**src/rtl/packet_rr_arbiter.sv**
```systemverilog
// Round-robin arbiter for NREQ packet requesters feeding a single registered
// output slot, with a saturating count of completed output transfers.
module packet_rr_arbiter #(
  parameter int NREQ = 4,
  parameter int SRCW = 2
) (
  input  logic                 clk,
  input  logic                 reset,
  input  logic [NREQ-1:0]      in_valid,
  output logic [NREQ-1:0]      in_ready,
  input  logic [12*NREQ-1:0]   in_pkt,
  output logic                 out_valid,
  input  logic                 out_ready,
  output logic [11:0]          out_pkt,
  output logic [SRCW-1:0]      out_src,
  output logic [15:0]          xfer_cnt
);

  typedef enum logic {
    EMPTY = 1'b0,
    FULL  = 1'b1
  } occ_e;

  occ_e            state_q, state_d;
  logic [SRCW-1:0] ptr_q, ptr_d;
  logic [SRCW-1:0] src_q, src_d;
  logic [11:0]     pkt_q, pkt_d;
  logic [15:0]     cnt_q, cnt_d;

  logic [SRCW-1:0] winner;
  logic [SRCW-1:0] idx;
  logic [11:0]     win_pkt;
  logic            found;
  logic            drain;
  logic            can_load;
  logic            accept;

  // Search starts at ptr and wraps at NREQ-1, so the requester just served
  // is checked last.
  always_comb begin
    // NOTE: every always_comb output gets a default before any branch so no
    // path leaves it unassigned, which would infer a latch.
    found  = 1'b0;
    winner = '0;
    idx    = ptr_q;
    for (int k = 0; k < NREQ; k++) begin
      if (!found && in_valid[idx]) begin
        found  = 1'b1;
        winner = idx;
      end
      idx = (idx == SRCW'(NREQ - 1)) ? '0 : idx + SRCW'(1);
    end
  end

  always_comb begin
    win_pkt = '0;
    for (int i = 0; i < NREQ; i++) begin
      if (winner == SRCW'(i)) win_pkt = in_pkt[12*i +: 12];
    end
  end

  assign drain    = (state_q == FULL) && out_ready;
  assign can_load = (state_q == EMPTY) || out_ready;
  assign accept   = found && can_load && !reset;

  always_comb begin
    in_ready = '0;
    if (accept) in_ready[winner] = 1'b1;
  end

  always_comb begin
    state_d = state_q;
    pkt_d   = pkt_q;
    src_d   = src_q;
    ptr_d   = ptr_q;
    cnt_d   = cnt_q;

    case (state_q)
      EMPTY:   if (accept) state_d = FULL;
      FULL:    if (drain && !accept) state_d = EMPTY;
      default: state_d = EMPTY;
    endcase

    if (accept) begin
      pkt_d = win_pkt;
      src_d = winner;
      ptr_d = (winner == SRCW'(NREQ - 1)) ? '0 : winner + SRCW'(1);
    end

    if (drain && (cnt_q != 16'hFFFF)) cnt_d = cnt_q + 16'd1;
  end

  // NOTE: the packet and source registers are reset along with the control
  // state so a discarded packet never reappears on out_pkt after reset.
  always_ff @(posedge clk) begin
    // NOTE: state registers use non-blocking assignments so every register
    // samples the pre-edge values regardless of statement order.
    if (reset) begin
      state_q <= EMPTY;
      ptr_q   <= '0;
      src_q   <= '0;
      pkt_q   <= '0;
      cnt_q   <= '0;
    end else begin
      state_q <= state_d;
      ptr_q   <= ptr_d;
      src_q   <= src_d;
      pkt_q   <= pkt_d;
      cnt_q   <= cnt_d;
    end
  end

  assign out_valid = (state_q == FULL);
  assign out_pkt   = pkt_q;
  assign out_src   = src_q;
  assign xfer_cnt  = cnt_q;

endmodule

```
**config.mk**
```make
export PLATFORM = sky130hd
export DESIGN_NAME = packet_rr_arbiter
export DESIGN_NICKNAME = d
export VERILOG_FILES = /design/src/rtl/packet_rr_arbiter.sv
export SDC_FILE = /design/constraint.sdc
export NUM_CORES = 1
export LEC_CHECK = 0
export CAP_MARGIN = 20
export CORE_ASPECT_RATIO = 0.7
export CORE_UTILIZATION = 40
export DETAILED_ROUTE_END_ITERATION = 8
export GPL_TIMING_DRIVEN = 0
export PLACE_DENSITY = 0.76
export SETUP_SLACK_MARGIN = 0.5
export SYNTH_ARGS = -nofsm -noshare
export SYNTH_HDL_FRONTEND = slang
export SYNTH_SLANG_ARGS = --single-unit
```
**constraint.sdc**
```tcl
create_clock -name clk -period 3.5 [get_ports clk]
set_input_delay 0.525 -clock clk [delete_from_list [all_inputs] [get_ports clk]]
set_output_delay 0.525 -clock clk [all_outputs]
set_load 0.02 [all_outputs]
```
==> results by group <==
Logic synthesis
  • Synth Net Count: 333
  • Synth top area cells: sky130_fd_sc_hd__dfxtp_1 (30%), sky130_fd_sc_hd__a21oi_1 (5.3%), sky130_fd_sc_hd__a221oi_1 (5.2%)
  • Seq cells post-synth: 33
  • Primary flip-flop cell chosen by synthesis mapping: sky130_fd_sc_hd__dfxtp_1
  • Post-synth EDFFs: 0
  • Mapped Cells: 272
  • Post-synthesis cell area: 0.00218 mm²
  • Number of library cell types mapped by synthesis: 47
  • Synthesis warning total: 0
  • Syn avg cell area: 8.01 µm²
  • Yosys top cell by area: sky130_fd_sc_hd__dfxtp_1
  • Async set-reset flop share out of synthesis: 0
  • Post-synth top area share: 0.303
  • Sequential share of the synthesized area: 0.303

STA
  • Actual slew at the worst max-slew pin: 0.503 ns
  • Post-route setup TNS: 0 ns
  • Count of endpoints failing setup in the final report: 0
  • Relative slew margins: 0.663
  • Peak Freq: 315 MHz
  • Clock tree skew after final layout: 0.00512 ns
  • Setup repair after global routing missed its margin: yes
  • Number of slew-limit violations in the final report: 0
  • Final critical-path share of the clock period: 0.908
  • Post-layout minimum cycle time: 3.18 ns
  • Final Hold Fails: 0

Power
  • P_leak: 1.38 nW
  • Worst-case vdd ir drop: 0.000851 V
  • Power per standard cell area: 949 mW/mm²

GRT
  • Initial antenna violation count: 0
  • GRT Overall Usage: 0.253
  • Largest net degree at the start of global routing: 11
  • Number of global-route vias before repair: 2565
  • Remaining global-route overflow: 0
  • Wire length of the first global-routing pass: 11800 µm

Job
  • Max-cap violations: 0

CTS
  • Master cell of the clock root buffer: sky130_fd_sc_hd__clkbuf_8
  • Hold-fix buffers, CTS: 0
  • Clock latency on the worst-skew pair: 0.28 ns
  • Num CTS Buffers: 5
  • Level count of the clock H-tree: 2
  • Clock edge transition at the registers on the reported setup and hold paths: 0.06 ns
  • TritonCTS clock tree: done
  • Clock sink total: 33
  • Clk buf depth: 2

Routing
  • DRC violation total after the first TritonRoute iteration: 217
  • Antenna violation net count after detailed routing: 0
  • Final WL: 8090 µm
  • WL per Instance: 17.5 µm
  • Routed vias: 2725
  • Via/cell ratio: 5.91
  • Post-detailed-route DRC marker count: 0
  • Router iterations before antenna repair: 5

Worst setup path
  • Data required time at the worst endpoint: 2.97 ns
  • Flop2flop setup slack: 0.39 ns
  • Worst Path Class, Setup: reg -> out
  • Nature of the critical path endpoint: output port
  • Worst stage delay on the critical path: 0.43 ns
  • Biggest fanout along the worst timing path: 10
  • Critical path arrival: 2.65 ns
  • Slowest cell on the critical path: sky130_fd_sc_hd__nor3_1
  • Kind of start point of the critical path: flop
  • Worst path cell trace: buf_2 > nor3_1 > a221oi_4 > a21oi_1 > a221oi_4 > nor2_2 > ha_2 > inv_2 > clkbuf_8 > nor2_2 > buf_6

Die
  • Top-level I/O count: 90
  • Standard-cell row count: 22
  • Die W: 90.2 µm
  • Die area: 0.00575 mm²
  • Core ar.: 0.00523 mm²
  • Floorplan die height: 63.8 µm
  • Effective utilization at floorplan: 0.417

Place
  • Post-Place Cell Area: 0.00317 mm²
  • Final weighted congestion of routability-driven global placement: 0.879
  • Port bufs: 87
  • Detailed placer's ending HPWL: 4850 µm

Layout
  • Proportion of layout cells with a drive suffix above 1: 0.288
  • Number of antenna cells inserted: 0
  • Post-route cell area: 0.00386 mm²
  • Number of filler instances in the final layout: 369
  • Area grow syn2layout: 77.0%
  • Final Util: 0.738
  • Post-layout net count: 449

Outcome
  • Outcome: completed

Min path
  • Worst hold path type: reg -> reg
final timing paths:
kind / end / depth (start not counted) / startpoint
max: in_ready[2] / 11 / ptr_q[0]
min reg2reg: out_pkt[2] / 2 / out_pkt[2]
max reg2reg: out_pkt[2] / 14 / ptr_q[0]
min: out_pkt[2] / 2 / out_pkt[2]
Yosys cell counts, types with 6 or more instances:
master,n
sky130_fd_sc_hd__a21oi_1,23
sky130_fd_sc_hd__a221oi_1,13
sky130_fd_sc_hd__clkbuf_1,18
sky130_fd_sc_hd__dfxtp_1,33
sky130_fd_sc_hd__ha_1,6
sky130_fd_sc_hd__inv_1,11
sky130_fd_sc_hd__nand2_1,10
sky130_fd_sc_hd__nand3_1,6
sky130_fd_sc_hd__nor2_1,30
sky130_fd_sc_hd__nor3_1,15
sky130_fd_sc_hd__o211ai_1,15
sky130_fd_sc_hd__o21ai_0,16
report_power, final:
group	internal [mW]	switching, mW	total, mW
Combinational	1.40	1.39	2.80
Clock	0.232	0.136	0.368
Sequential	0.449	0.0481	0.497
Total	2.09	1.58	3.66
worst max-delay path, delay by kind of cell, from the launching register on:
kind | cells | cell delay [ns]
buffers and inverters | 4 | 0.51
and+or+nand+nor | 3 | 0.71
DFF | 1 | 0.36
AOI/OAI and AO/OA | 3 | 0.56
adders and majority gates | 1 | 0.23
per-stage QoR:
stage | std cells | power (mW) | setup slack (ns) | hold slack [ns]
2_1_floorplan | 272 | 1.59 | 0.496 | 0.563
3_3_place_gp | 431 | 2.01 | -0.817 | 0.486
3_5_place_dp | 431 | 2.04 | -0.844 | 0.493
4_1_cts | 456 | 2.97 | 0.315 | 0.507
5_1_grt | 461 | 3.85 | 0.242 | 0.535
6_report | 461 | 3.66 | 0.321 | 0.498
cell families (layout without fill, tap and decap cells):
group                      count (synthesis)  count (layout)  synth area share
AOI/OAI and AO/OA                         90              90             0.282
muxes                                     10              10            0.0591
xor gates and xnor gates                   9               9            0.0362
and+or+nand+nor                           90              90             0.220
DFF                                       33              33             0.303
adders and majority gates                  6               6            0.0344
buffers and inverters                     34             151            0.0643
routing by layer:
layer  up-vias  wire [µm]  global-route usage
met5         -          0                   0
met4         0        264              0.0907
met3        34        569              0.0619
met2       159       3950               0.433
met1      1274       3300               0.313
li1       1258          -                   -
layout by cell type, fill, tap and decap left out, drive strengths merged, types with 2 or more instances in the layout:
cell type | synthesis | layout
xor2 | 5 | 5
xnor2 | 4 | 4
and3 | 2 | 2
inv | 11 | 11
clkbuf | 19 | 22
o21ai | 17 | 17
nor3 | 15 | 15
nand2 | 10 | 10
ha | 6 | 6
a211oi | 4 | 4
nand3b | 4 | 4
mux2i | 5 | 5
nand3 | 6 | 6
o2111ai | 3 | 3
o31ai | 5 | 5
mux2 | 4 | 4
buf | 4 | 35
or3 | 2 | 2
and4 | 3 | 3
a221oi | 13 | 13
clkdlybuf4s50 | 0 | 81
nor2b | 5 | 5
nor2 | 30 | 30
o211ai | 15 | 15
dfxtp | 33 | 33
or4 | 4 | 4
o221ai | 3 | 3
a21oi | 23 | 23
a32oi | 2 | 2
or2 | 3 | 3
state kept, by name, summed over array words and instances (netlist names):
name and cells:
out_pkt 12, out_valid 1, xfer_cnt 16, ptr_q 2, out_src 2
cell type report:
| cell class | instances | area [µm²] | area share |
|---|---|---|---|
| multi-input cells | 205 | 1710 | 0.443 |
| repair buffers | 109 | 1050 | 0.273 |
| flip-flops and latches | 33 | 666 | 0.173 |
| plain buffers | 23 | 180 | 0.0467 |
| well taps | 72 | 90.1 | 0.0233 |
| clock buffers | 7 | 86.3 | 0.0224 |
| inverters | 11 | 43.8 | 0.0113 |
| clock inverters | 1 | 30.0 | 0.00778 |
what timing repair did:
| action | 4_1_cts | 5_1_grt |
|---|---|---|
| resized for setup | 77 | 54 |
| setup endpoints to repair | 16 | 16 |
| setup buffers | 17 | 4 |
| cloned | 0 | 1 |
| pin swaps | 11 | 22 |
No activity file was read; power rests on OpenSTA's default activity.
